$ cat config.mk
export PLATFORM = sky130hd
export DESIGN_NAME = spi_omega_bank
export DESIGN_NICKNAME = d
export VERILOG_FILES = /design/src/rtl/spi_bank_pkg.sv /design/src/rtl/spi_sync_edge.sv /design/src/rtl/spi_omega_bank.sv
export SDC_FILE = /design/constraint.sdc
export NUM_CORES = 1
export LEC_CHECK = 0
export BUFFER_PORTS_ARGS = -buffer_cell sky130_fd_sc_hd__buf_2
export CELL_PAD_IN_SITES_DETAIL_PLACEMENT = 1
export CELL_PAD_IN_SITES_GLOBAL_PLACEMENT = 2
export CORE_ASPECT_RATIO = 1.2
export CORE_MARGIN = 1.5
export CORE_UTILIZATION = 46
export CTS_CLUSTER_DIAMETER = 200
export DETAILED_ROUTE_END_ITERATION = 10
export PLACE_DENSITY_LB_ADDON = 0.1
export SLEW_MARGIN = 0
export SYNTH_ARGS = -nofsm -noshare
export SYNTH_HDL_FRONTEND = slang
export SYNTH_SLANG_ARGS = --single-unit
$ cat constraint.sdc
create_clock -name clk -period 5.3 [get_ports clk]
set_clock_uncertainty 0.15 [all_clocks]
set_input_delay 1.06 -clock clk [delete_from_list [all_inputs] [get_ports clk]]
set_output_delay 1.06 -clock clk [all_outputs]
set_load 0.02 [all_outputs]
$ cat src/rtl/spi_bank_pkg.sv
// rtl/spi_bank_pkg.sv - shared types and frame-geometry helpers for the SPI omega bank
//
// Purpose: frame width, commit address and bit-counter width helpers, plus the
//          receive state enum used by spi_omega_bank.
package spi_bank_pkg;

    typedef enum logic {
        IDLE = 1'b0,
        RECV = 1'b1
    } state_e;

    function automatic int frame_w(input int addr_w, input int word_w);
        return addr_w + word_w;
    endfunction

    // The all-ones address is reserved for the broadcast commit frame.
    function automatic int commit_addr(input int addr_w);
        return (1 << addr_w) - 1;
    endfunction

    // Counter must hold 0..FRAME_W+1; FRAME_W+1 marks an overrun.
    function automatic int cnt_width(input int fw);
        return $clog2(fw + 2);
    endfunction

    localparam int DEF_FRAME_W = frame_w(4, 40);
    localparam int DEF_CNT_W   = cnt_width(DEF_FRAME_W);

endpackage

$ cat src/rtl/spi_sync_edge.sv
// rtl/spi_sync_edge.sv - multi-flop synchroniser with rise/fall detection
//
// Purpose: bring one asynchronous pin into clk and flag its edges.
// Ports:
//   clk, rst_n   system clock, asynchronous active-low reset
//   din          asynchronous input pin
//   level        synchronised level (last stage)
//   rise, fall   1-cycle pulses, last stage compared against one extra flop
module spi_sync_edge #(
    parameter int STAGES = 2
) (
    input  logic clk,
    input  logic rst_n,
    input  logic din,
    output logic level,
    output logic rise,
    output logic fall
);

    logic [STAGES-1:0] sync_q;
    logic              prev_q;

    // Reset to 0 so a select pin already low at reset release produces no
    // fall edge: the receiver then waits for a genuine new frame.
    always_ff @(posedge clk or negedge rst_n) begin
        if (!rst_n) begin
            sync_q <= '0;
            prev_q <= 1'b0;
        end else begin
            sync_q <= {sync_q[STAGES-2:0], din};
            prev_q <= sync_q[STAGES-1];
        end
    end

    assign level = sync_q[STAGES-1];
    assign rise  = sync_q[STAGES-1] & ~prev_q;
    assign fall  = ~sync_q[STAGES-1] & prev_q;

endmodule

$ cat src/rtl/spi_omega_bank.sv
// rtl/spi_omega_bank.sv - multi-channel SPI tuning-word receiver with shadow/commit
//
// Purpose: receive {address, word} SPI mode-0 frames in the clk domain, write
//          per-channel shadow registers and move them to the active omega
//          outputs immediately (AUTO_COMMIT) or on a broadcast commit frame.
// Ports:
//   clk, rst_n    system clock, asynchronous active-low reset
//   sck,mosi,ssel SPI pins (mode 0, MSB first, select active low)
//   omega         active words, channel k at [k*WORD_W +: WORD_W]
//   omega_update  1-cycle pulse when any active word is written
//   frame_err     1-cycle pulse when a frame is rejected
module spi_omega_bank
    import spi_bank_pkg::*;
#(
    parameter int N_CH        = 4,
    parameter int WORD_W      = 40,
    parameter int ADDR_W      = 4,
    parameter int AUTO_COMMIT = 0,
    parameter int SYNC_STAGES = 2
) (
    input  logic                   clk,
    input  logic                   rst_n,
    input  logic                   sck,
    input  logic                   mosi,
    input  logic                   ssel,
    output logic [N_CH*WORD_W-1:0] omega,
    output logic                   omega_update,
    output logic                   frame_err
);

    localparam int FRAME_W = frame_w(ADDR_W, WORD_W);
    localparam int CNT_W   = cnt_width(FRAME_W);

    localparam logic [CNT_W-1:0]  CNT_FULL = CNT_W'(FRAME_W);
    localparam logic [CNT_W-1:0]  CNT_SAT  = CNT_W'(FRAME_W + 1);
    localparam logic [ADDR_W-1:0] COMMIT_A = ADDR_W'(commit_addr(ADDR_W));
    localparam logic [ADDR_W-1:0] NCH_A    = ADDR_W'(N_CH);
    localparam logic              AUTO     = (AUTO_COMMIT != 0);

    if (N_CH < 1 || N_CH >= (1 << ADDR_W)) begin : g_bad_nch
        $error("spi_omega_bank: N_CH must be in 1..2**ADDR_W-1");
    end
    if (SYNC_STAGES < 2) begin : g_bad_sync
        $error("spi_omega_bank: SYNC_STAGES must be >= 2");
    end

    logic sck_rise, ssel_rise, ssel_fall, mosi_lvl;
    logic sck_unused_lvl, sck_unused_fall, ssel_unused_lvl;
    logic mosi_unused_rise, mosi_unused_fall;

    spi_sync_edge #(.STAGES(SYNC_STAGES)) u_sync_sck (
        .clk(clk), .rst_n(rst_n), .din(sck),
        .level(sck_unused_lvl), .rise(sck_rise), .fall(sck_unused_fall)
    );
    spi_sync_edge #(.STAGES(SYNC_STAGES)) u_sync_ssel (
        .clk(clk), .rst_n(rst_n), .din(ssel),
        .level(ssel_unused_lvl), .rise(ssel_rise), .fall(ssel_fall)
    );
    spi_sync_edge #(.STAGES(SYNC_STAGES)) u_sync_mosi (
        .clk(clk), .rst_n(rst_n), .din(mosi),
        .level(mosi_lvl), .rise(mosi_unused_rise), .fall(mosi_unused_fall)
    );

    state_e             state_q, state_d;
    logic [CNT_W-1:0]   cnt_q, cnt_d;
    logic [FRAME_W-1:0] shift_q, shift_d;
    logic               eval_q, eval_d;
    logic               upd_q, upd_d;
    logic               err_q, err_d;
    logic [WORD_W-1:0]  shadow_q [N_CH];
    logic [WORD_W-1:0]  active_q [N_CH];

    logic [ADDR_W-1:0]  frm_addr;
    logic [WORD_W-1:0]  frm_data;
    logic [N_CH-1:0]    wr_vec;
    logic               commit_all;

    assign frm_addr = shift_q[FRAME_W-1 -: ADDR_W];
    assign frm_data = shift_q[WORD_W-1:0];

    // Receive FSM. A sck edge in the same cycle as the closing ssel edge is
    // still shifted in, so the frame is judged on its complete bit count.
    always_comb begin
        state_d = state_q;
        cnt_d   = cnt_q;
        shift_d = shift_q;
        eval_d  = 1'b0;
        case (state_q)
            IDLE: begin
                if (ssel_fall) begin
                    state_d = RECV;
                    cnt_d   = '0;
                    shift_d = '0;
                end
            end
            RECV: begin
                if (sck_rise) begin
                    shift_d = {shift_q[FRAME_W-2:0], mosi_lvl};
                    if (cnt_q != CNT_SAT) begin
                        cnt_d = cnt_q + CNT_W'(1);
                    end
                end
                if (ssel_rise) begin
                    state_d = IDLE;
                    eval_d  = 1'b1;
                end
            end
            default: state_d = IDLE;
        endcase
    end

    // Decode runs one cycle after the closing edge on the settled counter and
    // shift register; a new frame starting in that cycle clears them only at
    // the end of it, so the previous result is unaffected.
    always_comb begin
        wr_vec     = '0;
        commit_all = 1'b0;
        upd_d      = 1'b0;
        err_d      = 1'b0;
        if (eval_q && cnt_q != '0) begin
            if (cnt_q != CNT_FULL) begin
                err_d = 1'b1;
            end else if (frm_addr == COMMIT_A) begin
                commit_all = 1'b1;
                upd_d      = 1'b1;
            end else if (frm_addr < NCH_A) begin
                for (int k = 0; k < N_CH; k++) begin
                    wr_vec[k] = (frm_addr == ADDR_W'(k));
                end
                upd_d = AUTO;
            end else begin
                err_d = 1'b1;
            end
        end
    end

    always_ff @(posedge clk or negedge rst_n) begin
        if (!rst_n) begin
            state_q <= IDLE;
            cnt_q   <= '0;
            shift_q <= '0;
            eval_q  <= 1'b0;
            upd_q   <= 1'b0;
            err_q   <= 1'b0;
        end else begin
            state_q <= state_d;
            cnt_q   <= cnt_d;
            shift_q <= shift_d;
            eval_q  <= eval_d;
            upd_q   <= upd_d;
            err_q   <= err_d;
        end
    end

    always_ff @(posedge clk or negedge rst_n) begin
        if (!rst_n) begin
            for (int k = 0; k < N_CH; k++) begin
                shadow_q[k] <= '0;
                active_q[k] <= '0;
            end
        end else begin
            for (int k = 0; k < N_CH; k++) begin
                if (wr_vec[k]) begin
                    shadow_q[k] <= frm_data;
                end
                if (commit_all) begin
                    active_q[k] <= shadow_q[k];
                end else if (wr_vec[k] && AUTO) begin
                    active_q[k] <= frm_data;
                end
            end
        end
    end

    for (genvar g = 0; g < N_CH; g++) begin : g_omega
        assign omega[g*WORD_W +: WORD_W] = active_q[g];
    end

    assign omega_update = upd_q;
    assign frame_err    = err_q;

endmodule

==> results.yml <==
yosys:
  ys_warn_count: 0
  synth_edf_count: 0
  synth_compound_area_frac: 0.0320
  yosysSeqAreaShare: 0.670
  synthCells: 841
  synth_cell_types: 32
  synth_top_flop_cell: "dfrtp_1"
  async_reset_ff_frac: 1.00
  syn_area_per_cell_um2: 17.0
  synth.area.top_cells: "dfrtp_1, mux2_2, mux2_4, mux2_1, a22o_1"
  synth_top_family_by_area: "multiplexers"
  synth_common_cells: "dfrtp_1, mux2_2, a22o_1, mux2_4, mux2_1"
  synth_adder_area_share: 0.00333
  synth_top_area_share: 0.670
  muxShareOfSynthArea: 0.265
  yosysTopAreaCell: "dfrtp_1"
  ys_ff_latch: 382
  yosys.area_share.simple: 0.0119
  synth-xor-area-share: 0.000614
  syn_nets: 849
  yosys.cell_count.top_type: "dfrtp_1"
  syn_area_um2: 14300
worst_setup_path:
  reg2reg_slack_ns: 2.34
  reg2reg_to: "shadow_q[137]"
  critPathKind: "reg2reg"
  crit_slowest_cell: "or3_2"
  arrival_ns: 3.21
  crit_fanout: 40
  cp_data_required_time_ns: 5.55
  cpPeakStageDelay_ns: 0.93
  setup.worst_path.end_class: "flip-flop"
  ff2ff_path_depth: 6
  crit_path_start_kind: "flip-flop"
  crit_buf_inv: 1
  crit_chain: "inv_1, ha_1, nand3b_1, or4_4, or3_2, mux2_1"
  cp_top_family: "simple AND/OR/NAND/NOR gates"
  reg2reg_from: "cnt_q[1]"
power_and_ir_drop:
  p_per_area_nw_per_um2: 353
  p_comb_frac: 0.020
  vdd_drop_max_uv: 224
  power_frac_seq: 0.495
  p_switching_w: 0.00123
  power_w: 0.00597
  p_int_w: 0.00474
  swShare: 0.207
  p_clk_frac: 0.485
  leakage_nw: 9.16
clocking:
  cts_buffers: 40
  root_buffer: "clkbuf_16"
  worstSkewPairLatency_ns: 0.52
  ctsResizeCount: 0
  cts.htree.levels: 2
  cts_setup_buffers: 0
  postCtsHoldBufs: 0
  cts.sinks: 382
  cts_tree: "built"
  cts_max_path_buffers: 3
  clk_pin_slew_ns: 0.06
min_path:
  hp-start: "u_sync_ssel.sync_q[0]"
  min_to: "u_sync_ssel.sync_q[1]"
  whs_path_depth: 0
  hp-class: "reg2reg"
sta:
  hold_violations: 0
  slew_violations: 0
  setup_viol: 0
  finalCritPeriodShare: 0.559
  slew_headroom: 0.239
  fin_setup_tns_ns: 0
  rsz0062_at_grt: "no"
  worst_pin_slew_ns: 1.14
  fin_crit_ns: 2.96
  fmax_mhz: 338
floorplan:
  die_area_um2: 32100
  initial_core_util: 0.468
  ios: 167
  die_w_um: 164
  die_h_um: 196
  design.core.area_um2: 30500
  row_count: 70
detailed_routing:
  postRouteAntennaNets: 0
  drt-initial-drc-count: 342
  vias_per_cell: 5.30
  first_pass_iters: 6
  wl_per_cell_um: 20.2
  vias: 7635
  routed_wl_um: 29100
  drc: 0
cells_and_area:
  design_area_um2: 16900
  fin_nets: 1025
  drive_gt1_frac: 0.512
  area_delta_synth_final_pct: 18.6
  fin_cells: 1441
  antenna_cells: 0
job:
  cap_violations: 0
global_route:
  first_global_vias: 8170
  overflow: 0
  antenna_found_initial: 0
  grtUsageTotal: 0.190
  grt_max_degree: 111
  grt_first_pass_wirelength_um: 47400
placed_design:
  placed_area_um2: 15500
  dp_hpwl_um: 17500
  gp_congestion: 0.738
  io_buffers: 166
  dp_cells: 1371
outcome:
  outcome: "finished, final reports clean"
worst reg2reg max path: stages, from the launching register on:
cell,delay (ns)
dfrtp_1,0.39
inv_1,0.10
ha_1,0.17
nand3b_1,0.11
or4_4,0.47
or3_2,0.93
mux2_1,0.52
placed cells by master, fill, tap and decap left out, drive strengths merged, types with 2 or more instances in the layout:
| master | count |
|---|---|
| o31a | 2 |
| nor3 | 2 |
| nor3b | 5 |
| dfrtp | 382 |
| clkinvlp | 3 |
| and3 | 2 |
| a22o | 46 |
| buf | 180 |
| clkinv | 6 |
| bufinv | 5 |
| ha | 3 |
| nand3 | 3 |
| clkbuf | 56 |
| mux2 | 321 |
| nand2 | 6 |
| nor2 | 3 |
| a211o | 2 |
| inv | 4 |
stage by stage:
step | hold WS, ns | setup slack, ns | util
6_report | 0.202 | 2.34 | 0.555
2_1_floorplan | 0.181 | 2.94 | -
3_3_place_gp | 0.183 | 2.36 | 0.510
5_1_grt | 0.204 | 2.18 | 0.555
3_5_place_dp | 0.191 | 2.31 | 0.510
4_1_cts | 0.203 | 2.30 | 0.555
cell families after synthesis:
group	Yosys count
DFF	382
adders and majority gates	4
and+or+nand+nor	29
muxes	322
AOI/OAI and AO/OA	53
xor gates and xnor gates	1
buffers and inverters	50
layout make-up:
cell class | instances | area [um^2]
clock buffers | 56 | 1160
clock inverters | 14 | 210
fillers | 2909 | 13600
inverters | 4 | 15.0
multi-input cells | 409 | 4490
flip-flops and latches | 382 | 9560
well taps | 396 | 495
repair buffers | 180 | 983
metal layers:
metal	up-vias	global-route usage	routed length, um
met3	35	0.0370	1480
met2	156	0.305	14100
met5	-	0	0
li1	3361	-	-
met4	0	0.0475	441
met1	4083	0.265	13100
how the worst max path moves through the flow:
stage / start / to / slack [ns] / cells after the start
after floorplan: cnt_q[0] / shadow_q[100] / 2.94 / 8
after global placement: cnt_q[0] / shadow_q[132] / 2.36 / 6
after detailed placement: cnt_q[0] / shadow_q[136] / 2.31 / 6
after CTS: cnt_q[1] / shadow_q[137] / 2.30 / 6
after global routing: cnt_q[0] / shadow_q[122] / 2.18 / 6
final: cnt_q[1] / shadow_q[137] / 2.34 / 6
registers in the layout, summed over array words and instances (netlist names):
register and flops:
omega 160, shadow_q 160, shift_q 44, cnt_q 6
u_sync_mosi.sync_q 2, u_sync_sck.sync_q 2, u_sync_ssel.sync_q 2, eval_q 1
frame_err 1, omega_update 1, state_q 1, u_sync_sck.prev_q 1
u_sync_ssel.prev_q 1
power by group through the flow:
| stage | sequential, W | clock [W] | combinational (W) |
|---|---|---|---|
| global placement | 0.00301 | 0 | 0.000125 |
| finish | 0.00295 | 0.00290 | 0.000120 |
| floorplan | 0.00300 | 0 | 0.0000492 |
| detailed placement | 0.00301 | 0 | 0.000126 |
| global route | 0.00295 | 0.00309 | 0.000140 |
| CTS | 0.00295 | 0.00298 | 0.000126 |
No activity file was read; power rests on OpenSTA's default activity.
